===== src/rtl/memory_cycle.sv =====
// ============================================================================
// memory_cycle : M stage of the 18-bit pipeline. It performs load/store over a
//                req/ready handshake and registers the result into the W stage.
// Revision     : 1.0
// ============================================================================
`default_nettype none

module memory_cycle #(
    parameter int DATA_W  = 18,
    parameter int ADDR_W  = 10,
    parameter int TIMEOUT = 15
) (
    input  logic              clk,
    input  logic              rst,
    input  logic              RegWriteM,
    input  logic              MemWriteM,
    input  logic              ResultSrcM,
    input  logic [4:0]        RD_M,
    input  logic [DATA_W-1:0] PCPlus4M,
    input  logic [DATA_W-1:0] WriteDataM,
    input  logic [DATA_W-1:0] ALU_ResultM,
    input  logic [1:0]        RGB_M,
    output logic              mem_req,
    output logic              mem_we,
    output logic [ADDR_W-1:0] mem_addr,
    output logic [DATA_W-1:0] mem_wdata,
    input  logic [DATA_W-1:0] mem_rdata,
    input  logic              mem_ready,
    output logic              stall_m,
    output logic              mem_err,
    output logic              RegWriteW,
    output logic              ResultSrcW,
    output logic [4:0]        RD_W,
    output logic [DATA_W-1:0] ReadDataW,
    output logic [DATA_W-1:0] ALU_ResultW,
    output logic [DATA_W-1:0] PCPlus4W,
    output logic [1:0]        RGB_W
);

    localparam int               CNT_W     = $clog2(TIMEOUT + 1);
    localparam logic [CNT_W-1:0] C_TIMEOUT = CNT_W'(TIMEOUT);
    localparam logic [CNT_W-1:0] C_ONE     = CNT_W'(1);

    typedef enum logic [0:0] {
        S_IDLE = 1'b0,
        S_WAIT = 1'b1
    } state_t;

    state_t              state_q, state_d;
    logic [CNT_W-1:0]    cnt_q, cnt_d;
    logic                we_q, we_d;
    logic [ADDR_W-1:0]   addr_q, addr_d;
    logic [DATA_W-1:0]   wdata_q, wdata_d;
    logic                err_q, err_d;
    logic                regwrite_q, regwrite_d;
    logic                resultsrc_q, resultsrc_d;
    logic [4:0]          rd_q, rd_d;
    logic [DATA_W-1:0]   readdata_q, readdata_d;
    logic [DATA_W-1:0]   alu_q, alu_d;
    logic [DATA_W-1:0]   pc4_q, pc4_d;
    logic [1:0]          rgb_q, rgb_d;

    logic                access_w;
    logic                in_range_w;
    logic                stall_w;
    logic                req_w;
    logic                load_w;
    logic [DATA_W-1:0]   rdsel_w;

    assign access_w   = MemWriteM | ResultSrcM;
    assign in_range_w = (ALU_ResultM[DATA_W-1:ADDR_W] == '0);

    always_comb begin
        state_d     = state_q;
        cnt_d       = cnt_q;
        we_d        = we_q;
        addr_d      = addr_q;
        wdata_d     = wdata_q;
        err_d       = err_q;
        regwrite_d  = regwrite_q;
        resultsrc_d = resultsrc_q;
        rd_d        = rd_q;
        readdata_d  = readdata_q;
        alu_d       = alu_q;
        pc4_d       = pc4_q;
        rgb_d       = rgb_q;
        stall_w     = 1'b0;
        req_w       = 1'b0;
        load_w      = 1'b0;
        rdsel_w     = '0;

        case (state_q)
            S_IDLE: begin
                if (access_w && in_range_w) begin
                    stall_w    = 1'b1;
                    addr_d     = ALU_ResultM[ADDR_W-1:0];
                    we_d       = MemWriteM;
                    wdata_d    = WriteDataM;
                    cnt_d      = '0;
                    state_d    = S_WAIT;
                    regwrite_d = 1'b0;
                end else begin
                    // Out-of-range accesses pass through as if no access, flagging the error.
                    load_w = 1'b1;
                    if (access_w) begin
                        err_d = 1'b1;
                    end
                end
            end
            S_WAIT: begin
                if (cnt_q == C_TIMEOUT) begin
                    load_w  = 1'b1;
                    err_d   = 1'b1;
                    state_d = S_IDLE;
                end else begin
                    req_w = 1'b1;
                    if (mem_ready) begin
                        load_w  = 1'b1;
                        rdsel_w = we_q ? '0 : mem_rdata;
                        state_d = S_IDLE;
                    end else begin
                        stall_w = 1'b1;
                        cnt_d   = cnt_q + C_ONE;
                    end
                end
            end
            default: begin
                state_d = S_IDLE;
            end
        endcase

        if (load_w) begin
            regwrite_d  = RegWriteM;
            resultsrc_d = ResultSrcM;
            rd_d        = RD_M;
            readdata_d  = rdsel_w;
            alu_d       = ALU_ResultM;
            pc4_d       = PCPlus4M;
            rgb_d       = RGB_M;
        end
    end

    always_ff @(posedge clk) begin
        if (!rst) begin
            state_q     <= S_IDLE;
            cnt_q       <= '0;
            we_q        <= 1'b0;
            addr_q      <= '0;
            wdata_q     <= '0;
            err_q       <= 1'b0;
            regwrite_q  <= 1'b0;
            resultsrc_q <= 1'b0;
            rd_q        <= '0;
            readdata_q  <= '0;
            alu_q       <= '0;
            pc4_q       <= '0;
            rgb_q       <= '0;
        end else begin
            state_q     <= state_d;
            cnt_q       <= cnt_d;
            we_q        <= we_d;
            addr_q      <= addr_d;
            wdata_q     <= wdata_d;
            err_q       <= err_d;
            regwrite_q  <= regwrite_d;
            resultsrc_q <= resultsrc_d;
            rd_q        <= rd_d;
            readdata_q  <= readdata_d;
            alu_q       <= alu_d;
            pc4_q       <= pc4_d;
            rgb_q       <= rgb_d;
        end
    end

    assign stall_m     = rst & stall_w;
    assign mem_req     = req_w;
    assign mem_we      = we_q;
    assign mem_addr    = addr_q;
    assign mem_wdata   = wdata_q;
    assign mem_err     = err_q;
    assign RegWriteW   = regwrite_q;
    assign ResultSrcW  = resultsrc_q;
    assign RD_W        = rd_q;
    assign ReadDataW   = readdata_q;
    assign ALU_ResultW = alu_q;
    assign PCPlus4W    = pc4_q;
    assign RGB_W       = rgb_q;

endmodule

`default_nettype wire


===== config.mk =====
export PLATFORM = sky130hd
export DESIGN_NAME = memory_cycle
export DESIGN_NICKNAME = d
export VERILOG_FILES = /design/src/rtl/memory_cycle.sv
export SDC_FILE = /design/constraint.sdc
export NUM_CORES = 1
export LEC_CHECK = 0
export ABC_AREA = 0
export ABC_CLOCK_PERIOD_IN_PS = 3000
export CORE_MARGIN = 1
export CORE_UTILIZATION = 40
export DETAILED_ROUTE_END_ITERATION = 16
export GPL_TIMING_DRIVEN = 0
export PLACE_DENSITY = 0.8
export REMOVE_ABC_BUFFERS = 1
export SYNTH_ARGS = -nofsm -noshare
export SYNTH_HDL_FRONTEND = slang
export SYNTH_SLANG_ARGS = --single-unit

===== constraint.sdc =====
create_clock -name clk -period 3 [get_ports clk]
set_input_delay 0.6 -clock clk [delete_from_list [all_inputs] [get_ports clk]]
set_output_delay 0.6 -clock clk [all_outputs]
set_load 0.02 [all_outputs]

==> results.py, run 1 <==
metrics = {
    "status": {
        "status": "complete, no violations",
    },
    "worst_setup_path": {
        "worstPathRequired_ps": 2400,
        "rr_startpoint": "cnt_q[0]$_SDFFE_PN0P_",
        "cp-endpoint": "stall_m",
        "critPathLaunch": "ALU_ResultM[10]",
        "crit_path_start_kind": "primary input",
        "worst_setup_path_end_kind": "primary output",
        "reg2reg_depth": 5,
        "r2r_end": "ALU_ResultW[1]$_SDFFE_PN0P_",
        "critPathMaxFanout": 4,
        "critPathKind": "in2out",
        "rrSetupSlack_ps": 560,
        "arrival_ps": 2370,
    },
    "cts": {
        "cts-root-buf": "clkbuf_8",
        "h-tree-depth": 3,
        "clockBufferDepth": 2,
        "path_clk_slew_ps": 100,
        "numCtsBuffers": 9,
        "cts_tree": "yes",
        "cts_num_sinks": 98,
        "clk_latency_ps": 350,
    },
    "placement": {
        "gp_congestion": 0.722,
        "numPortBuffers": 179,
        "dp_hpwl_um": 7010,
        "place_inst": 658,
        "place_area_um2": 5460,
    },
    "grt": {
        "grt_pass1_wl_um": 15900,
        "grt_max_degree": 62,
        "grt_pass1_vias": 3254,
        "globalRouteTotalUtil_pct": 20.8,
        "antenna_found_initial": 0,
        "overflow": 0,
    },
    "detailed_routing": {
        "vias": 3372,
        "drcViolationCount": 0,
        "viasPerCell": 4.98,
        "first_pass_iters": 4,
        "routed_wl_um": 9790,
        "final_antenna_net_count": 0,
        "wl_per_cell_um": 14.5,
        "first_iter_violations": 88,
    },
    "synthesis": {
        "syn_area_per_cell_um2": 9.11,
        "yosys.cell_types.count": 30,
        "synth_edf_count": 0,
        "synth_top_area_share_pct": 54.2,
        "yosysWarnings": 0,
        "synth-seq-cells": 98,
        "yosys.area.top_type": "dfxtp_1",
        "synthesis.area_um2": 3620,
        "synth_cells": 397,
        "yosysSeqAreaShare_pct": 54.2,
        "synth_ff_type": "dfxtp_1",
        "synth.area.top_cells": "dfxtp_1, nand2_1, mux2i_1",
        "synthArstFlopShare_pct": 0,
    },
    "final_layout": {
        "utilization_pct": 65.4,
        "diodes": 0,
        "nets": 650,
        "stdcell_count": 677,
        "finish.instance_area_um2": 5700,
        "drive_gt1_share_pct": 5.80,
        "syn_to_final_growth_pct": 57.6,
    },
    "power_and_ir_drop": {
        "ir_drop_uv": 283,
        "p_leak_uw": 0.00231,
        "power_density_nw_per_um2": 447,
    },
    "floorplan": {
        "pin_count": 180,
        "die_y_um": 97.1,
        "die_area_um2": 9430,
        "core_area_um2": 8720,
        "start_util_pct": 41.5,
        "die_w_um": 97.1,
        "rows": 34,
    },
    "timing": {
        "worst_pin_slew_ps": 736,
        "timing.hold.ws_ps": 452,
        "clock_skew_ps": 11.3,
        "max_freq_mhz": 337,
        "slew_headroom_pct": 50.9,
        "drv_slew": 0,
        "finalCriticalPeriod_ps": 2970,
        "rsz0062_at_grt": "false",
        "hold_viol": 0,
        "setup_viol": 0,
        "period_share_pct": 99.0,
        "fin_tns_setup_ps": 0,
    },
    "flow_run": {
        "maxCapViolCount": 0,
    },
    "min_path": {
        "holdCritPathClass": "reg2reg",
    },
}
routing by layer:
layer  track usage, %  share of wire (%)
met5                0                  0
met4             4.82               0.98
met3             7.27                7.6
met2             36.0                 48
met1             24.7                 43
synth_stat cells (2+ instances only):
| library cell | n |
|---|---|
| a21oi_1 | 31 |
| clkbuf_1 | 21 |
| buf_6 | 5 |
| and4b_1 | 2 |
| nor2_1 | 3 |
| nand4_1 | 10 |
| nand2_1 | 138 |
| xor2_1 | 2 |
| mux2i_1 | 36 |
| dfxtp_1 | 98 |
| nor3_1 | 2 |
| o21bai_1 | 2 |
| a22o_1 | 18 |
| buf_2 | 2 |
| o21ai_1 | 10 |
| nand3_1 | 3 |
area by class of cell:
type | count | area, um^2
Sequential cell | 98 | 1960
Fill cell | 743 | 3020
Clock inverter | 7 | 83.8
Multi-Input combinational cell | 269 | 1520
Inverter | 1 | 8.76
Clock buffer | 9 | 124
Tap cell | 108 | 135
Timing Repair Buffer | 185 | 1870
kinds of logic after synthesis:
| kind of cell | after synthesis | synth area share (%) |
|---|---|---|
| AND/OR/NAND/NOR | 165 | 19.2 |
| flip-flops | 98 | 54.2 |
| AO/OA/AOI/OAI | 64 | 11.4 |
| multiplexers | 36 | 9.96 |
| buffers and inverters | 31 | 4.43 |
| XOR/XNOR | 2 | 0.484 |
| adder cells (fa/ha/maj) | 1 | 0.346 |
worst min path at each step:
stage	slack, ps	startpoint	end	cells past startpoint
after global routing	480	PCPlus4W[13]$_SDFFE_PN0P_	PCPlus4W[13]$_SDFFE_PN0P_	2
after CTS	450	ALU_ResultW[16]$_SDFFE_PN0P_	ALU_ResultW[16]$_SDFFE_PN0P_	2
after floorplan	450	cnt_q[1]$_SDFFE_PN0P_	cnt_q[1]$_SDFFE_PN0P_	2
final	450	ALU_ResultW[13]$_SDFFE_PN0P_	ALU_ResultW[13]$_SDFFE_PN0P_	2
after detailed placement	440	ALU_ResultW[13]$_SDFFE_PN0P_	ALU_ResultW[13]$_SDFFE_PN0P_	2
after global placement	440	ResultSrcW$_SDFFE_PN0P_	ResultSrcW$_SDFFE_PN0P_	2
power by group:
part	internal (uW)	switching (uW)	leakage [uW]
Sequential	1330	17.3	0.000802
Clock	400	484	0.0000959
Combinational	179	131	0.00142
Total	1910	632	0.00231
flip-flops by register name (all words and copies together), names as in the netlist:
name / count
mem_we: 1
ResultSrcW: 1
RegWriteW: 1
mem_addr: 10
PCPlus4W: 18
cnt_q: 4
RD_W: 5
mem_wdata: 18
ReadDataW: 18
RGB_W: 2
ALU_ResultW: 18
state_q: 1
mem_err: 1
per-stage QoR:
stage | setup WS (ps) | power (uW)
after global placement | -4220 | 1680
after global routing | 5.20 | 2650
after CTS | 8.90 | 2590
final | 30.5 | 2550
after floorplan | -65.4 | 1470
after detailed placement | -1360 | 1690
worst max-delay path, stage by stage:
cell             delay, ps
clkdlybuf4s50_1        450
or4_4                  570
or3_4                  410
a21oi_4                160
buf_4                  180
timing repair:
| item | CTS | global route |
|---|---|---|
| resized for setup | 9 | 1 |
| cloned | 1 | 0 |
| hold endpoints to repair | 0 | 0 |
| pin swaps | 2 | 0 |
| buffers inserted | 2 | 0 |
| endpoints found under the setup margin | 1 | 1 |
| hold buffers | 0 | 0 |
layout by cell type, fill, tap and decap left out:
cell type,count
a31o_2,1
nor3_1,1
buf_2,1
clkinv_4,1
nand3b_1,1
bufinv_16,1
or4_4,2
nand2_1,138
buf_12,1
or3_2,1
and2_1,1
and2_4,1
clkdlybuf4s50_1,177
xor2_1,2
buf_8,1
buf_4,4
clkinvlp_4,3
buf_16,1
a22o_1,18
or3_4,1
dfxtp_1,98
inv_8,2
nand4b_1,1
a21oi_4,1
mux2i_1,36
clkbuf_8,9
ha_1,1
nor2_1,3
o21bai_1,2
nor3_2,1
nand4_1,10
o21ai_1,10
inv_6,1
a21oi_1,31
a41oi_1,1
and4b_1,2
nand3_1,3
Note: power is estimated with default switching activity, not from simulation.
==> run 2: changes to the inputs <==
--- a/config.mk
+++ b/config.mk
@@ -13,6 +13,7 @@
 export GPL_TIMING_DRIVEN = 0
 export PLACE_DENSITY = 0.8
 export REMOVE_ABC_BUFFERS = 1
+export SLEW_MARGIN = 25
 export SYNTH_ARGS = -nofsm -noshare
 export SYNTH_HDL_FRONTEND = slang
 export SYNTH_SLANG_ARGS = --single-unit
==> run 2 against run 1 <==
Net effect:
- combinational power about the same
- count of clock-buffer cells in the layout unchanged
- non-clock buffer count unchanged
- design area decreased by 0.83%
- core utilization decreased by 0.55 points
- sequential share of layout area increased by 0.29 points
- clock power decreased by 9.7%
- critical path depth unchanged
- die area unchanged
- largest cell class unchanged
==> results.py, run 2 (synthesis gave the netlist of run 1 again) <==
metrics = {
    "floorplan": {
        "die_w_um": 97.1,
        "die_y_um": 97.1,
        "start_util_pct": 41.5,
        "rows": 34,
        "core_area_um2": 8720,
        "die_area_um2": 9430,
        "pin_count": 180,
    },
    "final_layout": {
        "layout_commonest_cell": "clkdlybuf4s50_1",
        "syn_to_final_growth_pct": 56.2,
        "final_cell_mix": "clkdlybuf4s50_1, nand2_1, dfxtp_1",
        "diodes": 0,
        "finish.instance_area_um2": 5650,
        "nets": 649,
        "drive_gt1_share_pct": 5.63,
    },
    "power_and_ir_drop": {
        "p_int_uw": 1830,
        "p_leak_uw": 0.00230,
        "ir_drop_uv": 215,
        "swShare_pct": 25.6,
        "power_frac_comb_pct": 12.6,
        "seqPwrFrac_pct": 55.0,
        "p_clk_share_pct": 32.4,
        "switching_power_uw": 629,
        "power_density_nw_per_um2": 435,
        "fin_total_pwr_uw": 2460,
    },
    "cts": {
        "cts-root-buf": "clkbuf_8",
        "numCtsBuffers": 9,
        "h-tree-depth": 3,
        "clockBufferDepth": 2,
        "postCtsHoldBufs": 0,
        "cts_num_sinks": 98,
        "path_clk_slew_ps": 100,
        "cts_tree": "yes",
        "clk_latency_ps": 360,
    },
    "flow_run": {
        "maxCapViolCount": 0,
    },
    "grt": {
        "globalRouteTotalUtil_pct": 20.3,
        "grt_pass1_wl_um": 15600,
        "grt_max_degree": 65,
        "grt_pass1_vias": 3275,
        "antenna_found_initial": 0,
        "overflow": 0,
    },
    "worst_setup_path": {
        "crit_path_start_kind": "primary input",
        "reg2reg_depth": 5,
        "arrival_ps": 2360,
        "worstPathRequired_ps": 2400,
        "max_stage_delay_ps": 550,
        "worst_path_max_delay_cell": "or4_4",
        "critPathMaxFanout": 3,
        "critPathKind": "in2out",
        "crit_chain": "clkdlybuf4s50_1, or4_4, or3_4, a21oi_4, buf_4",
        "worst_setup_path_end_kind": "primary output",
    },
    "detailed_routing": {
        "drcViolationCount": 0,
        "routed_wl_um": 9570,
        "final_antenna_net_count": 0,
        "viasPerCell": 4.95,
        "vias": 3346,
        "wl_per_cell_um": 14.2,
        "first_pass_iters": 4,
        "first_iter_violations": 114,
    },
    "placement": {
        "numPortBuffers": 179,
        "gp_congestion": 0.722,
        "place_area_um2": 5450,
        "dp_hpwl_um": 6840,
    },
    "status": {
        "status": "complete, no violations",
    },
    "min_path": {
        "hold_depth": 2,
        "holdCritPathClass": "reg2reg",
    },
    "timing": {
        "drv_slew": 0,
        "finalCriticalPeriod_ps": 2960,
        "max_freq_mhz": 338,
        "setup_viol": 0,
        "slew_headroom_pct": 51.1,
        "hold_viol": 0,
        "rsz0062_at_grt": "false",
        "period_share_pct": 98.8,
        "worst_pin_slew_ps": 731,
        "timing.hold.ws_ps": 451,
        "clock_skew_ps": 10.4,
    },
}
## run 2: changes by cell type in the layout (fill, tap and decap cells not counted), sizes merged
| cell | before | now |
|---|---|---|
| bufinv | 1 | 0 |
| clkinv | 1 | 3 |
| clkinvlp | 3 | 2 |
| or3 | 2 | 1 |
## run 2: worst max-delay path: cells and delay by family
family                 cells  cell delay, ps
AOI/OAI and AO/OA          1             160
buffers and inverters      2             640
and+or+nand+nor            2             950
## run 2: stage by stage
step / util [%] / setup TNS [ps] / instances / worst slack [ps]
global route: 64.8 / 0 / 676 / 0.275
CTS: 64.8 / 0 / 676 / 13.5
global placement: 61.8 / -170040 / 654 / -4220
finish: 64.8 / 0 / 676 / 37.3
detailed placement: 62.5 / -13490 / 658 / -1190
floorplan: - / -65.4 / 367 / -65.4
## run 2: per-layer routing
layer	vias to the layer above	share of wire [%]	global-route usage, %
met5	-	0	0
li1	1663	-	-
met4	0	0.95	4.48
met3	10	7.7	7.77
met2	120	49	35.6
met1	1553	43	23.3
## run 2: worst paths after layout
kind	end	startpoint	slack, ps
max reg2reg	ALU_ResultW[1]$_SDFFE_PN0P_	cnt_q[0]$_SDFFE_PN0P_	540
max	stall_m	ALU_ResultM[10]	40
min	ALU_ResultW[13]$_SDFFE_PN0P_	ALU_ResultW[13]$_SDFFE_PN0P_	450
min reg2reg	ALU_ResultW[13]$_SDFFE_PN0P_	ALU_ResultW[13]$_SDFFE_PN0P_	450
## run 2: what timing repair did
item | in CTS | in global routing
resized for setup | 7 | 1
endpoints found under the setup margin | 1 | 1
hold endpoints to repair | 0 | 0
pin swaps | 2 | 0
setup buffers | 2 | 0
cloned | 0 | 0
## run 2: area by class of cell
cell class,count,area (um^2)
clock buffer,9,124
clock inverter,7,60.1
fill,743,3070
inverter,1,5.00
multi-input combinational,268,1510
sequential,98,1960
tap,108,135
timing repair buffer,185,1860
## run 2: power by group through the flow
stage,Sequential (uW),Combinational (uW),Clock (uW)
floorplan,1420,49.9,0
global placement,1380,305,0
detailed placement,1380,310,0
CTS,1350,312,830
global route,1360,332,880
finish,1350,309,798
